### src/rtl/fb_swap_pkg.sv
// fb_swap_ctrl shared types and constants.
// Flip FSM states, burst alignment and default buffer bases.
package fb_swap_pkg;

  typedef enum logic [1:0] {
    IDLE      = 2'd0,
    PENDING   = 2'd1,
    WAIT_DROP = 2'd2
  } swap_state_t;

  localparam int unsigned BURST_ALIGN_BITS = 6;

  function automatic longint unsigned fb0_base_default();
    return 64'd0;
  endfunction

  function automatic longint unsigned fb1_base_default(
    input int unsigned hdisp,
    input int unsigned vdisp
  );
    return 64'(4) * 64'(hdisp) * 64'(vdisp);
  endfunction

endpackage

### src/rtl/fb_underrun_mon.sv
// Pixel FIFO underrun monitor.
// Saturating event counter plus sticky flag; clear wins.
module fb_underrun_mon #(
  parameter int unsigned CNT_W = 16
) (
  input  logic             pixel_clk,
  input  logic             pixel_rst,
  input  logic             fifo_read,
  input  logic             fifo_rempty,
  input  logic             underrun_clr,
  output logic [CNT_W-1:0] underrun_cnt,
  output logic             underrun_flag
);

  logic [CNT_W-1:0] cnt_q, cnt_d;
  logic             flag_q, flag_d;
  logic             event_w;

  assign event_w = fifo_read & fifo_rempty;

  // next count/flag: clear beats a same-cycle event
  always_comb begin
    cnt_d  = cnt_q;
    flag_d = flag_q;
    if (underrun_clr) begin
      cnt_d  = '0;
      flag_d = 1'b0;
    end else if (event_w) begin
      flag_d = 1'b1;
      if (cnt_q != '1) begin
        cnt_d = cnt_q + CNT_W'(1);
      end
    end
  end

  // stats registers
  always_ff @(posedge pixel_clk or posedge pixel_rst) begin
    if (pixel_rst) begin
      cnt_q  <= '0;
      flag_q <= 1'b0;
    end else begin
      cnt_q  <= cnt_d;
      flag_q <= flag_d;
    end
  end

  assign underrun_cnt  = cnt_q;
  assign underrun_flag = flag_q;

endmodule

### src/rtl/fb_swap_ctrl.sv
// Page-flip scheduler: commits swaps only on vsync fall.
// Optional FIFO underrun stats under FB_SWAP_UNDERRUN_EN.
module fb_swap_ctrl
  import fb_swap_pkg::*;
#(
  parameter int unsigned     HDISP    = 800,
  parameter int unsigned     VDISP    = 480,
  parameter int unsigned     ADDR_W   = 32,
  parameter longint unsigned FB0_BASE = fb0_base_default(),
  parameter longint unsigned FB1_BASE = fb1_base_default(HDISP, VDISP),
  parameter int unsigned     CNT_W    = 16
) (
  input  logic              pixel_clk,
  input  logic              pixel_rst,
  input  logic              vs,
  input  logic              swap_req,
  input  logic [ADDR_W-1:0] swap_base,
  output logic              swap_ack,
  output logic [ADDR_W-1:0] front_base,
  output logic [ADDR_W-1:0] back_base,
  output logic              swap_pending,
  output logic [CNT_W-1:0]  frame_cnt,
  input  logic              fifo_read,
  input  logic              fifo_rempty,
  input  logic              underrun_clr,
  output logic [CNT_W-1:0]  underrun_cnt,
  output logic              underrun_flag
);

  localparam logic [ADDR_W-1:0] FB0_RST = ADDR_W'(FB0_BASE);
  localparam logic [ADDR_W-1:0] FB1_RST = ADDR_W'(FB1_BASE);
  localparam logic [ADDR_W-1:0] ALIGN_MASK =
    ADDR_W'((64'd1 << BURST_ALIGN_BITS) - 64'd1);

  swap_state_t       state_q, state_d;
  logic [ADDR_W-1:0] base_q, base_d;
  logic [ADDR_W-1:0] front_q, front_d;
  logic [ADDR_W-1:0] back_q, back_d;
  logic              ack_q, ack_d;
  logic              pend_q, pend_d;
  logic [CNT_W-1:0]  frame_q, frame_d;
  logic              vs_q;
  logic              vs_fall;

  assign vs_fall = vs_q & ~vs;

  // flip FSM next state, commit and frame count
  always_comb begin
    state_d = state_q;
    base_d  = base_q;
    front_d = front_q;
    back_d  = back_q;
    ack_d   = 1'b0;
    frame_d = frame_q;
    unique case (state_q)
      IDLE: begin
        if (swap_req) begin
          base_d  = swap_base & ~ALIGN_MASK;
          state_d = PENDING;
        end
      end
      PENDING: begin
        if (vs_fall) begin
          front_d = base_q;
          back_d  = front_q;
          ack_d   = 1'b1;
          state_d = WAIT_DROP;
        end
      end
      WAIT_DROP: begin
        if (!swap_req) begin
          state_d = IDLE;
        end
      end
      default: state_d = IDLE;
    endcase
    if (vs_fall) begin
      frame_d = frame_q + CNT_W'(1);
    end
    pend_d = (state_d == PENDING);
  end

  // state and output registers
  always_ff @(posedge pixel_clk or posedge pixel_rst) begin
    if (pixel_rst) begin
      state_q <= IDLE;
      base_q  <= '0;
      front_q <= FB0_RST;
      back_q  <= FB1_RST;
      ack_q   <= 1'b0;
      pend_q  <= 1'b0;
      frame_q <= '0;
      vs_q    <= 1'b1;
    end else begin
      state_q <= state_d;
      base_q  <= base_d;
      front_q <= front_d;
      back_q  <= back_d;
      ack_q   <= ack_d;
      pend_q  <= pend_d;
      frame_q <= frame_d;
      vs_q    <= vs;
    end
  end

  assign swap_ack     = ack_q;
  assign front_base   = front_q;
  assign back_base    = back_q;
  assign swap_pending = pend_q;
  assign frame_cnt    = frame_q;

`ifdef FB_SWAP_UNDERRUN_EN
  fb_underrun_mon #(
    .CNT_W(CNT_W)
  ) u_mon (
    .pixel_clk    (pixel_clk),
    .pixel_rst    (pixel_rst),
    .fifo_read    (fifo_read),
    .fifo_rempty  (fifo_rempty),
    .underrun_clr (underrun_clr),
    .underrun_cnt (underrun_cnt),
    .underrun_flag(underrun_flag)
  );
`else
  logic unused_fifo;
  assign unused_fifo   = ^{fifo_read, fifo_rempty, underrun_clr};
  assign underrun_cnt  = '0;
  assign underrun_flag = 1'b0;
`endif

endmodule

### config.mk
export PLATFORM = sky130hd
export DESIGN_NAME = fb_swap_ctrl
export DESIGN_NICKNAME = d
export VERILOG_FILES = /design/src/rtl/fb_swap_pkg.sv /design/src/rtl/fb_underrun_mon.sv /design/src/rtl/fb_swap_ctrl.sv
export SDC_FILE = /design/constraint.sdc
export NUM_CORES = 1
export LEC_CHECK = 0
export ABC_AREA = 1
export BUFFER_PORTS_ARGS = -buffer_cell sky130_fd_sc_hd__buf_2
export CAP_MARGIN = 30
export CORE_MARGIN = 1
export CORE_UTILIZATION = 50
export DETAILED_ROUTE_END_ITERATION = 10
export PLACE_DENSITY_LB_ADDON = 0.2
export SLEW_MARGIN = 10
export SYNTH_ARGS = -nofsm -noshare
export SYNTH_HDL_FRONTEND = slang
export SYNTH_SLANG_ARGS = --single-unit
### constraint.sdc
create_clock -name pixel_clk -period 3.5 [get_ports pixel_clk]
set_input_delay 0.525 -clock pixel_clk [delete_from_list [all_inputs] [get_ports pixel_clk]]
set_output_delay 0.525 -clock pixel_clk [all_outputs]
set_load 0.01 [all_outputs]
==> flow_summary.json <==
{
  "powerDensity_nw_per_um2": 818.8,
  "grt_pass1_wl_um": 12770,
  "die_w_um": 93.22,
  "diodes": 0,
  "crit_chain": "nand2_2 > inv_2 > nand2_4 > inv_2 > o21ai_0",
  "cpPeakStageDelay_ps": 710,
  "crit_family": "buffers and inverters",
  "grtUsageMet2_pct": 31.68,
  "drc": 0,
  "core_area_um2": 7888,
  "cp.depth": 5,
  "pwr-share-comb_pct": 32.7,
  "synth_seq_cells": 99,
  "root_buffer": "clkbuf_8",
  "die_area_um2": 8689,
  "mostFrequentLayoutCells": "nand2_1, buf_2, dfrtp_1",
  "synth_ff_type": "dfrtp_1",
  "rsz0062_at_grt": "no",
  "top_level_ports": 138,
  "grt_pass1_vias": 2681,
  "first_pass_iters": 4,
  "crit_top_cell": "inv_2",
  "gp_congestion": 0.7831,
  "synth_area_um2": 4160,
  "slowest_stage": "inv_2",
  "path_class": "reg -> reg",
  "met1_usage_pct": 24.59,
  "crit_path_start_kind": "flip-flop",
  "ctsHtreeMaxLevel": 3,
  "setup_viol": 0,
  "finalClockSkew_ps": 11.70,
  "synth.top_cell.area_share_pct": 54.74,
  "antenna_found_initial": 0,
  "switching_share_pct": 34.37,
  "maxSlewViolCount": 0,
  "power.switching_w": 0.001361,
  "detail_route.vias_per_cell": 4.717,
  "grt_max_degree": 55,
  "post_cts_buffers": 0,
  "drt-total-wl_um": 7630,
  "place_ws_ps": 1118,
  "power.internal_w": 0.002599,
  "clock_path_buffers": 2,
  "vdd_drop_max_mv": 0.3949,
  "avgRoutedWirePerCell_um": 12.70,
  "fp-row-count": 32,
  "cts_hold_buf": 0,
  "use_met3_pct": 5.285,
  "insertion_delay_ps": 360,
  "max_freq_ghz": 0.4652,
  "worstPathMaxFanout": 54,
  "synth_edf_count": 0,
  "cp.required_ps": 3700,
  "seq_area_frac_synth_pct": 59.79,
  "cts-resized-gates": 0,
  "hold_viol": 0,
  "synthCells": 394,
  "layout-drive-gt1-share_pct": 32.26,
  "numCtsBuffers": 9,
  "start_util_pct": 52.74,
  "ff_latch_area_um2": 2487,
  "fin_crit_sh_pct": 61.42,
  "cts_sinks": 99,
  "setup_slack_ps": 1350,
  "ys_types": 24,
  "fin_crit_ps": 2150,
  "power_frac_clock_pct": 18.6,
  "fillers": 704,
  "grt-busiest-layer": "met2",
  "critPathArrivalTime_ps": 2350,
  "gr-total-overflow": 0,
  "synthTopCellsByArea": "dfrtp_1, nand2_1, mux2_4",
  "first_iter_violations": 83,
  "ys.warnings.count": 0,
  "pwr-share-seq_pct": 48.7,
  "endpoint_kind": "flip-flop",
  "cts_tree": "done",
  "yosys.area.top_type": "dfrtp_1",
  "port_buffers": 99,
  "die_h_um": 93.22,
  "via_count": 2835,
  "min_path_type": "in -> async",
  "power_leakage_nw": 2.582,
  "drv_cap": 0,
  "async_flop_share_pct": 100.0,
  "multi_input_area_um2": 1336,
  "final.setup.tns_ps": 0,
  "synth_area_per_cell_um2": 10.56,
  "cp_num_buf_inv": 2,
  "clkTransAtPathRegs_ps": 100,
  "ff2ff_setup_slack_ps": 1350,
  "status": "finished clean",
  "worst_pin_slew_ps": 797.2,
  "drtAntennaViolNets": 0,
  "grt_usage_pct": 19.20,
  "mostFrequentLayoutCell": "nand2_1",
  "dp.final_hpwl_um": 5272,
  "syn2layout_area_growth_pct": 16.27,
  "slew_headroom_pct": 46.78,
  "r2r_cells": 5,
  "nets": 534
}
==> path summary, 6_finish.rpt <==
path                                   startpoint                    endpoint
hold / removal                          pixel_rst    back_base[8]$_DFFE_PP0P_
setup / recovery                   vs_q$_DFF_PP1_  front_base[12]$_DFFE_PP0P_
hold reg to reg            base_q[29]$_DFFE_PP0P_  front_base[29]$_DFFE_PP0P_
min in group pixel_clk                         vs              vs_q$_DFF_PP1_
max in group asynchronous               pixel_rst   back_base[18]$_DFFE_PP1P_
setup reg to reg                   vs_q$_DFF_PP1_  front_base[12]$_DFFE_PP0P_
==> kinds of logic (layout without fill, tap and decap cells) <==
logic type / after synthesis / count (layout) / share of synthesized area (%)
simple gates: 127 / 127 / 12.51
compound gates: 51 / 51 / 6.135
fa+ha+maj: 1 / 1 / 0.3007
buf+inv: 80 / 157 / 10.62
other cells: 1 / 29 / 0.09014
mux: 26 / 26 / 8.662
xor+xnor: 9 / 9 / 1.895
flops: 99 / 99 / 59.79
==> power groups by stage <==
stage	Clock, W	Sequential (W)	Combinational, W
floorplan	0	0.00207	0.000725
global placement	0	0.00193	0.00127
detailed placement	0	0.00195	0.00132
CTS	0.000758	0.00193	0.00132
global route	0.000797	0.00200	0.00146
finish	0.000736	0.00193	0.00129
==> state kept, by name, indices dropped and copies added, names as in the netlist <==
register      flops
back_base        26
swap_ack          1
base_q           26
vs_q              1
swap_pending      1
front_base       26
state_q           2
frame_cnt        16
==> cell usage after synthesis, types with 2 or more instances <==
master	n
buf_2	5
buf_4	32
buf_6	2
clkbuf_1	2
dfrtp_1	91
dfstp_2	8
inv_1	37
inv_2	2
mux2_2	8
mux2_4	18
nand2_1	100
nand2_4	2
nand3_1	6
nand4_1	3
nor2_1	11
nor2_2	3
o21ai_0	39
o21ai_1	12
xnor2_1	5
xor2_1	4
==> metrics by stage <==
stage | cell area (um2) | util, % | hold WS, ps | total power (W) | cells
floorplan | 4265 | - | 436.4 | 0.002798 | 422
global placement | 4611 | 58.45 | 446.3 | 0.003200 | 584
detailed placement | 4638 | 58.80 | 460.6 | 0.003267 | 585
CTS | 4837 | 61.33 | 230.5 | 0.004013 | 601
global route | 4837 | 61.33 | 251.8 | 0.004261 | 601
finish | 4837 | 61.33 | 213.9 | 0.003961 | 601
==> layout make-up <==
type,instances,area share (%)
Clock buffer,9,2.561
Clock inverter,7,1.552
Inverter,39,3.078
Multi-Input combinational cell,243,27.63
Sequential cell,99,51.42
Tap cell,102,2.638
Timing Repair Buffer,102,11.12
==> layer usage <==
metal | vias to the layer above | part of all wire (%)
met1 | 1354 | 44
met2 | 96 | 49
li1 | 1383 | -
met4 | 0 | 0.50
met3 | 2 | 5.9
met5 | - | 0
Note: power is estimated with default switching activity, not from simulation.
